$ cat config.mk
export PLATFORM = sky130hd
export DESIGN_NAME = mem_arbiter
export DESIGN_NICKNAME = d
export VERILOG_FILES = /design/src/rtl/mem_arbiter_pkg.sv /design/src/rtl/mem_byte_packer.sv /design/src/rtl/mem_arbiter.sv
export SDC_FILE = /design/constraint.sdc
export NUM_CORES = 1
export LEC_CHECK = 0
export CORE_MARGIN = 1
export CORE_UTILIZATION = 60
export CTS_CLUSTER_SIZE = 8
export DETAILED_ROUTE_END_ITERATION = 12
export DONT_BUFFER_PORTS = 1
export GPL_TIMING_DRIVEN = 1
export PLACE_DENSITY = 0.72
export SYNTH_ARGS = -nofsm -noshare
export SYNTH_HDL_FRONTEND = slang
export SYNTH_SLANG_ARGS = --single-unit
export TNS_END_PERCENT = 5
$ cat constraint.sdc
create_clock -name clk -period 4.6 [get_ports clk]
set_clock_uncertainty 0.15 [all_clocks]
set_input_delay 0 -clock clk [delete_from_list [all_inputs] [get_ports clk]]
set_output_delay 0 -clock clk [all_outputs]
set_load 0.1 [all_outputs]
$ cat src/rtl/mem_arbiter_pkg.sv
// rtl/mem_arbiter_pkg.sv - shared encodings and helpers for the RAM arbiter
package mem_arbiter_pkg;

    localparam int RAM_ADDR_W = 17;

    localparam logic [2:0] MA_LEN_B = 3'd1;
    localparam logic [2:0] MA_LEN_H = 3'd2;
    localparam logic [2:0] MA_LEN_W = 3'd4;

    typedef enum logic [2:0] {
        MA_IDLE,
        MA_IF_RD,
        MA_LD_RD,
        MA_ST_WR,
        MA_DONE
    } ma_state_t;

    typedef enum logic [1:0] {
        ACC_IF,
        ACC_LD,
        ACC_ST
    } acc_kind_t;

    // Anything other than byte or half is serviced as a full word.
    function automatic logic [2:0] norm_len(input logic [2:0] len);
        case (len)
            MA_LEN_B: return MA_LEN_B;
            MA_LEN_H: return MA_LEN_H;
            default:  return MA_LEN_W;
        endcase
    endfunction

    function automatic logic is_misaligned(input logic [2:0] len, input logic [1:0] a);
        return ((len == MA_LEN_H) && a[0]) || ((len == MA_LEN_W) && (a != 2'b00));
    endfunction

endpackage

$ cat src/rtl/mem_byte_packer.sv
// rtl/mem_byte_packer.sv - sign/zero extension of an assembled little-endian load
module mem_byte_packer
    import mem_arbiter_pkg::*;
(
    input  logic [31:0] buffer_i,
    input  logic [2:0]  len_i,
    input  logic        signed_i,
    output logic [31:0] word_o
);

    always_comb begin
        word_o = buffer_i;
        case (len_i)
            MA_LEN_B: word_o = {{24{signed_i & buffer_i[7]}}, buffer_i[7:0]};
            MA_LEN_H: word_o = {{16{signed_i & buffer_i[15]}}, buffer_i[15:0]};
            default:  word_o = buffer_i;
        endcase
    end

endmodule

$ cat src/rtl/mem_arbiter.sv
// rtl/mem_arbiter.sv - byte-serial RAM arbiter for fetch and load/store; MEM_MISALIGN_TRAP_EN adds mem_misalign
module mem_arbiter
    import mem_arbiter_pkg::*;
#(
    parameter int ADDR_W = RAM_ADDR_W
) (
    input  logic              clk,
    input  logic              rst,
    input  logic              rdy,
    input  logic              if_req,
    input  logic [31:0]       if_addr,
    input  logic              if_flush,
    output logic              if_done,
    output logic [31:0]       if_inst,
    input  logic              mem_load,
    input  logic              mem_save,
    input  logic [31:0]       mem_addr,
    input  logic [31:0]       mem_wdata,
    input  logic [2:0]        mem_len,
    input  logic              mem_signed,
    output logic              mem_done,
    output logic [31:0]       mem_rdata,
`ifdef MEM_MISALIGN_TRAP_EN
    output logic              mem_misalign,
`endif
    output logic [ADDR_W-1:0] ram_a,
    output logic              ram_wr,
    output logic [7:0]        ram_dout,
    input  logic [7:0]        ram_din
);

    ma_state_t          state_q, state_d;
    acc_kind_t          kind_q, kind_d;
    logic [2:0]         cnt_q, cnt_d;
    logic [2:0]         len_q, len_d;
    logic               sgn_q, sgn_d;
    logic [31:0]        buffer_q, buffer_d;
    logic [ADDR_W-1:0]  addr_q, addr_d;
`ifdef MEM_MISALIGN_TRAP_EN
    logic               mis_q, mis_d;
`endif

    logic [2:0]  rd_off;
    logic [1:0]  cap_idx;
    logic [31:0] packed_word;

    wire unused_addr_hi = ^{if_addr[31:ADDR_W], mem_addr[31:ADDR_W]};

    mem_byte_packer u_packer (
        .buffer_i (buffer_q),
        .len_i    (len_q),
        .signed_i (sgn_q),
        .word_o   (packed_word)
    );

    // While frozen, keep re-reading the byte still awaiting capture so that
    // ram_din holds it when rdy returns.
    always_comb begin
        rd_off = 3'd0;
        if (cnt_q != 3'd0) begin
            rd_off = (rdy && (cnt_q != len_q)) ? cnt_q : cnt_q - 3'd1;
        end
    end

    assign cap_idx = cnt_q[1:0] - 2'd1;

    always_comb begin
        state_d  = state_q;
        kind_d   = kind_q;
        cnt_d    = cnt_q;
        len_d    = len_q;
        sgn_d    = sgn_q;
        buffer_d = buffer_q;
        addr_d   = addr_q;
`ifdef MEM_MISALIGN_TRAP_EN
        mis_d    = mis_q;
`endif
        ram_a    = '0;
        ram_wr   = 1'b0;
        ram_dout = '0;

        case (state_q)
            MA_IDLE: begin
                if (mem_save || mem_load) begin
                    addr_d   = mem_addr[ADDR_W-1:0];
                    len_d    = norm_len(mem_len);
                    sgn_d    = mem_signed;
                    cnt_d    = '0;
                    kind_d   = mem_save ? ACC_ST : ACC_LD;
                    buffer_d = mem_save ? mem_wdata : '0;
                    state_d  = mem_save ? MA_ST_WR : MA_LD_RD;
`ifdef MEM_MISALIGN_TRAP_EN
                    mis_d    = 1'b0;
                    if (is_misaligned(norm_len(mem_len), mem_addr[1:0])) begin
                        mis_d    = 1'b1;
                        buffer_d = '0;
                        state_d  = MA_DONE;
                    end
`endif
                end else if (if_req && !if_flush) begin
                    addr_d   = if_addr[ADDR_W-1:0];
                    len_d    = MA_LEN_W;
                    sgn_d    = 1'b0;
                    cnt_d    = '0;
                    kind_d   = ACC_IF;
                    buffer_d = '0;
                    state_d  = MA_IF_RD;
`ifdef MEM_MISALIGN_TRAP_EN
                    mis_d    = 1'b0;
`endif
                end
            end
            MA_IF_RD, MA_LD_RD: begin
                ram_a = addr_q + ADDR_W'(rd_off);
                if (cnt_q != 3'd0) begin
                    buffer_d[{cap_idx, 3'b000} +: 8] = ram_din;
                end
                cnt_d = cnt_q + 3'd1;
                if (cnt_q == len_q) begin
                    state_d = MA_DONE;
                end
                if ((state_q == MA_IF_RD) && if_flush) begin
                    state_d = MA_IDLE;
                end
            end
            MA_ST_WR: begin
                ram_a    = addr_q + ADDR_W'(cnt_q);
                ram_dout = buffer_q[{cnt_q[1:0], 3'b000} +: 8];
                ram_wr   = rdy;
                cnt_d    = cnt_q + 3'd1;
                if (cnt_q == len_q - 3'd1) begin
                    state_d = MA_DONE;
                end
            end
            MA_DONE: begin
                state_d = MA_IDLE;
            end
            default: begin
                state_d = MA_IDLE;
            end
        endcase
    end

    always_ff @(posedge clk) begin
        if (!rst) begin
            state_q  <= MA_IDLE;
            kind_q   <= ACC_IF;
            cnt_q    <= '0;
            len_q    <= MA_LEN_W;
            sgn_q    <= 1'b0;
            buffer_q <= '0;
            addr_q   <= '0;
`ifdef MEM_MISALIGN_TRAP_EN
            mis_q    <= 1'b0;
`endif
        end else if (rdy) begin
            state_q  <= state_d;
            kind_q   <= kind_d;
            cnt_q    <= cnt_d;
            len_q    <= len_d;
            sgn_q    <= sgn_d;
            buffer_q <= buffer_d;
            addr_q   <= addr_d;
`ifdef MEM_MISALIGN_TRAP_EN
            mis_q    <= mis_d;
`endif
        end
    end

    assign if_done   = (state_q == MA_DONE) && (kind_q == ACC_IF);
    assign if_inst   = if_done ? buffer_q : '0;
    assign mem_done  = (state_q == MA_DONE) && (kind_q != ACC_IF);
    assign mem_rdata = (mem_done && (kind_q == ACC_LD)) ? packed_word : '0;
`ifdef MEM_MISALIGN_TRAP_EN
    assign mem_misalign = mem_done && mis_q;
`endif

endmodule

==> results of run 1 <==
## cell usage after synthesis (2+ instances only)
master / n / area (sq um)
xnor2_1: 6 / 52.6
nor4b_1: 2 / 17.5
and2_1: 52 / 325
nor4_4: 3 / 63.8
a211oi_1: 2 / 15.0
a21oi_1: 14 / 70.1
o21ai_0: 6 / 30.0
buf_2: 7 / 35.0
ha_1: 12 / 150
nand2b_1: 4 / 25.0
nor3_1: 7 / 35.0
buf_1: 3 / 11.3
nand4_1: 2 / 12.5
nor3_4: 4 / 65.1
nand2_1: 96 / 360
nor3b_1: 2 / 15.0
xor2_1: 15 / 131
o211a_1: 48 / 480
mux2i_1: 3 / 30.0
a21boi_0: 4 / 30.0
o21ai_1: 2 / 10.0
buf_6: 4 / 45.0
dfxtp_1: 61 / 1220
o21a_1: 17 / 128
buf_4: 7 / 52.6
clkbuf_1: 15 / 56.3
or3_1: 2 / 12.5
nand3_1: 29 / 145
nor3_2: 3 / 30.0
nor2b_1: 15 / 93.8
inv_1: 9 / 33.8
a22oi_1: 32 / 240
and3_1: 6 / 37.5
mux4_2: 8 / 180
nor2_1: 26 / 97.6
## metrics by stage
step | setup WS (ps) | util [%] | hold slack (ps)
detailed placement | 1070 | 65.2 | -58.4
global placement | 1120 | 65.2 | -62.4
floorplan | 33.2 | - | -5.07
## logic make-up after synthesis
family	count (synthesis)	synth area share (%)
AOI/OAI and AO/OA	134	23.9
xor gates and xnor gates	22	4.62
adders and majority gates	14	3.97
buffers and inverters	46	5.20
DFF	61	26.7
muxes	12	4.84
and+or+nand+nor	261	30.8
==> impl_metrics.env, run 1 <==
export IMPL_die_w_microns=89.3
export IMPL_synth_edf_count=0
export IMPL_haltStage="clock tree synthesis"
export IMPL_place_hpwl_microns=8900
export IMPL_routabilityCongestion=0.883
export IMPL_status="aborted with a tool error"
export IMPL_cts_max_path_buffers=2
export IMPL_cts_hold_buf=132
export IMPL_cts_resized=0
export IMPL_cts_setup_buffers=0
export IMPL_clock_sinks=61
export IMPL_cts_buffers=9
export IMPL_placedCellCount=635
export IMPL_ys_ff_latch=61
export IMPL_stop_error="[ERROR RSZ-0060] Max buffer count reached."
export IMPL_yosys_warnings=0
export IMPL_syn_num_nets=678
export IMPL_cts_root_buf="clkbuf_8"
export IMPL_synthCells=550
export IMPL_async_flop_share_pct=0
export IMPL_dpl_cell_area_sq_um=4750
export IMPL_row_count=31
export IMPL_synth_cell_type_count=57
export IMPL_htreeDepth=3
export IMPL_io_pins=207
export IMPL_seq_area_frac_synth_pct=26.7
export IMPL_synth_area_sq_um=4570
export IMPL_io_buffers=0
export IMPL_die_height_microns=89.3
export IMPL_synth_flop_cell="dfxtp_1"
export IMPL_synth_avg_cell_area_sq_um=8.32
export IMPL_initial_core_util_pct=62.7
==> inputs of run 2 (changes only) <==
- CORE_UTILIZATION: 60 -> 40
- CTS_CLUSTER_SIZE: 8 -> not set
- PLACE_DENSITY: 0.72 -> not set
- PLACE_DENSITY_LB_ADDON: not set -> 0.15
==> run 2 against run 1 <==
Effect of this change:
- the run now ends clean
- area after synthesis is the same
- synthesized cell count is the same
==> impl_metrics.env, run 2 <==
export IMPL_p_sw_w=0.00106
export IMPL_final_max_slew_viol_count=0
export IMPL_coreArea_sq_um=11000
export IMPL_cp_arrival_ps=3870
export IMPL_fmax_mhz=249
export IMPL_period_share_pct=87.3
export IMPL_ant_nets=0
export IMPL_antenna_found_initial=0
export IMPL_reg_top3="buffer_q (32), addr_q (17)"
export IMPL_post_route_drc_count=0
export IMPL_ir_drop_v=0.000190
export IMPL_worst_r2r_setup_slack_ps=850
export IMPL_synth_avg_cell_area_sq_um=8.32
export IMPL_end_kind="output port"
export IMPL_relSlewSlack_pct=17.2
export IMPL_synth_flop_cell="dfxtp_1"
export IMPL_nNetsFinal=803
export IMPL_synth_area_sq_um=4570
export IMPL_required_ps=4450
export IMPL_initial_core_util_pct=41.6
export IMPL_r2r_end="buffer_q[4]$_SDFFE_PN0P_"
export IMPL_regMostFlops="buffer_q"
export IMPL_synth_most_common_cell="nand2_1"
export IMPL_async_flop_share_pct=0
export IMPL_die_height_microns=109
export IMPL_row_count=38
export IMPL_combPwrFrac_pct=42.3
export IMPL_drt_pass1_iterations=6
export IMPL_cts_tree="yes"
export IMPL_synth_cell_type_count=57
export IMPL_yosys_area_top_type="dfxtp_1"
export IMPL_rsz0062_at_grt="no"
export IMPL_final_cell_mix="dlygate4sd3_1 (127), nand2_1 (96), dfxtp_1 (61)"
export IMPL_drt_iter0_drc=289
export IMPL_yosys_warnings=0
export IMPL_leakage_nw=2.91
export IMPL_routedWlPerCell_microns=18.5
export IMPL_p_clk_share_pct=27.6
export IMPL_placedCellCount=676
export IMPL_p_total_w=0.00265
export IMPL_largest_reg_flops=32
export IMPL_r2r_start="state_q[0]$_SDFFE_PN0P_"
export IMPL_final_hold_viol_count=0
export IMPL_synth_common_cells="nand2_1 (96), dfxtp_1 (61), and2_1 (52), o211a_1 (48), a22oi_1 (32)"
export IMPL_layout_cells_non_filler=820
export IMPL_p_sw_share_pct=39.8
export IMPL_synthCells=550
export IMPL_clk_latency_ps=330
export IMPL_cts_buffers=9
export IMPL_grt_max_degree=64
export IMPL_crit_end="ram_a[16]"
export IMPL_cts_clk_slew_worst_paths_ps=60
export IMPL_die_w_microns=109
export IMPL_hold_path_class="in -> reg"
export IMPL_clock_sinks=61
export IMPL_setup_violations=0
export IMPL_drive_above_1_share_pct=14.3
export IMPL_place_hpwl_microns=9870
export IMPL_period_needed_ps=4020
export IMPL_grt_overflow=0
export IMPL_cts_root_buf="clkbuf_16"
export IMPL_worstRegToRegCells=7
export IMPL_syn_num_nets=678
export IMPL_seq_area_frac_synth_pct=26.7
export IMPL_crit_type="reg -> out"
export IMPL_setup_tns_ps=0
export IMPL_synth_area_leaders="dfxtp_1 (27%), o211a_1 (11%), nand2_1 (7.9%)"
export IMPL_first_global_vias=4538
export IMPL_max_cap_violations=0
export IMPL_status="finished clean"
export IMPL_final_area_sq_um=6420
export IMPL_cts_max_path_buffers=2
export IMPL_final_common_cell="dlygate4sd3_1"
export IMPL_routed_via_count=4715
export IMPL_synth_edf_count=0
export IMPL_cts_setup_buffers=0
export IMPL_syn2layout_area_growth_pct=40.4
export IMPL_path_max_fanout=10
export IMPL_power_density_nw_per_um2=413
export IMPL_io_buffers=0
export IMPL_routabilityCongestion=0.867
export IMPL_yosysTopAreaCellShare_pct=26.7
export IMPL_grt_use_total_pct=25.2
export IMPL_via_per_inst=5.75
export IMPL_power_share_sequential_pct=30.1
export IMPL_htreeDepth=3
export IMPL_ys_ff_latch=61
export IMPL_tightest_slew_ps=1240
export IMPL_antenna_cells=0
export IMPL_p_int_w=0.00160
export IMPL_grt_pass1_wl_microns=22800
export IMPL_dpl_cell_area_sq_um=4810
export IMPL_io_pins=207
export IMPL_wl_microns=15200
export IMPL_startpoint="state_q[0]$_SDFFE_PN0P_"
export IMPL_die_area_sq_um=11900
export IMPL_start_kind="flop"
## run 2: final cells by class
type                       count  area (sq um)
clock buffer                  10           229
clock inverter                 6          87.6
fill                        1053          4560
inverter                      10          37.5
multi-input combinational    443          3210
sequential                    61          1220
tap                          140           175
timing repair buffer         150          1460
## run 2: cells by family after synthesis
group	after synthesis	share of synthesized area (%)
simple gates	261	30.8
compound gates	134	23.9
flops	61	26.7
buf+inv	46	5.20
xor+xnor	22	4.62
fa+ha+maj	14	3.97
mux	12	4.84
## run 2: critical path: stages, from the launching register on
cell	delay, ps
dfxtp_1	660
nand3_1	300
o21ai_0	280
xnor2_1	130
nor2_1	100
ha_1	180
inv_1	60
fa_1	400
nor2b_1	170
o21ba_2	200
nand3_1	170
or3_1	410
a21oi_2	160
buf_4	310
## run 2: worst min path at each step
stage	from	to	slack [ps]	cells past startpoint
global route	ram_din[5]	buffer_q[13]$_SDFFE_PN0P_	120	4
global placement	rst	len_q[2]$_SDFFE_PN1P_	-60	1
detailed placement	rst	len_q[2]$_SDFFE_PN1P_	-50	1
CTS	ram_din[3]	buffer_q[11]$_SDFFE_PN0P_	50	4
finish	ram_din[3]	buffer_q[11]$_SDFFE_PN0P_	80	4
floorplan	mem_save	kind_q[1]$_SDFFE_PN0P_	-5	2
## run 2: through the flow
stage | hold WS [ps] | worst slack [ps] | utilization (%)
after floorplan | -5.07 | 33.2 | -
after global placement | -61.4 | 1070 | 43.8
after detailed placement | -48.7 | 1020 | 43.8
after CTS | 54.3 | 613 | 58.5
after global routing | 117 | 328 | 58.5
final | 75.1 | 583 | 58.5
## run 2: power groups by stage
stage / Combinational, W / Clock, W / Sequential, W
2_1_floorplan: 0.000787 / 0 / 0.000728
3_3_place_gp: 0.000870 / 0 / 0.000798
3_5_place_dp: 0.000887 / 0 / 0.000804
4_1_cts: 0.00110 / 0.000741 / 0.000792
5_1_grt: 0.00120 / 0.000763 / 0.000813
6_report: 0.00112 / 0.000732 / 0.000799
## run 2: per-layer routing
| metal | vias to the layer above | GRT usage, % | routed length [microns] |
|---|---|---|---|
| li1 | 2220 | - | - |
| met1 | 2296 | 32.9 | 6670 |
| met3 | 15 | 3.95 | 1100 |
| met5 | - | 0 | 0 |
| met2 | 184 | 41.8 | 7210 |
| met4 | 0 | 8.88 | 196 |
## run 2: what timing repair did
action | 4_1_cts | 5_1_grt
endpoints found under the hold margin | 61 | 0
gates resized for setup | 0 | 0
setup endpoints to repair | 0 | 0
hold buffers | 128 | 0
Power figures use the tool's default switching activity.
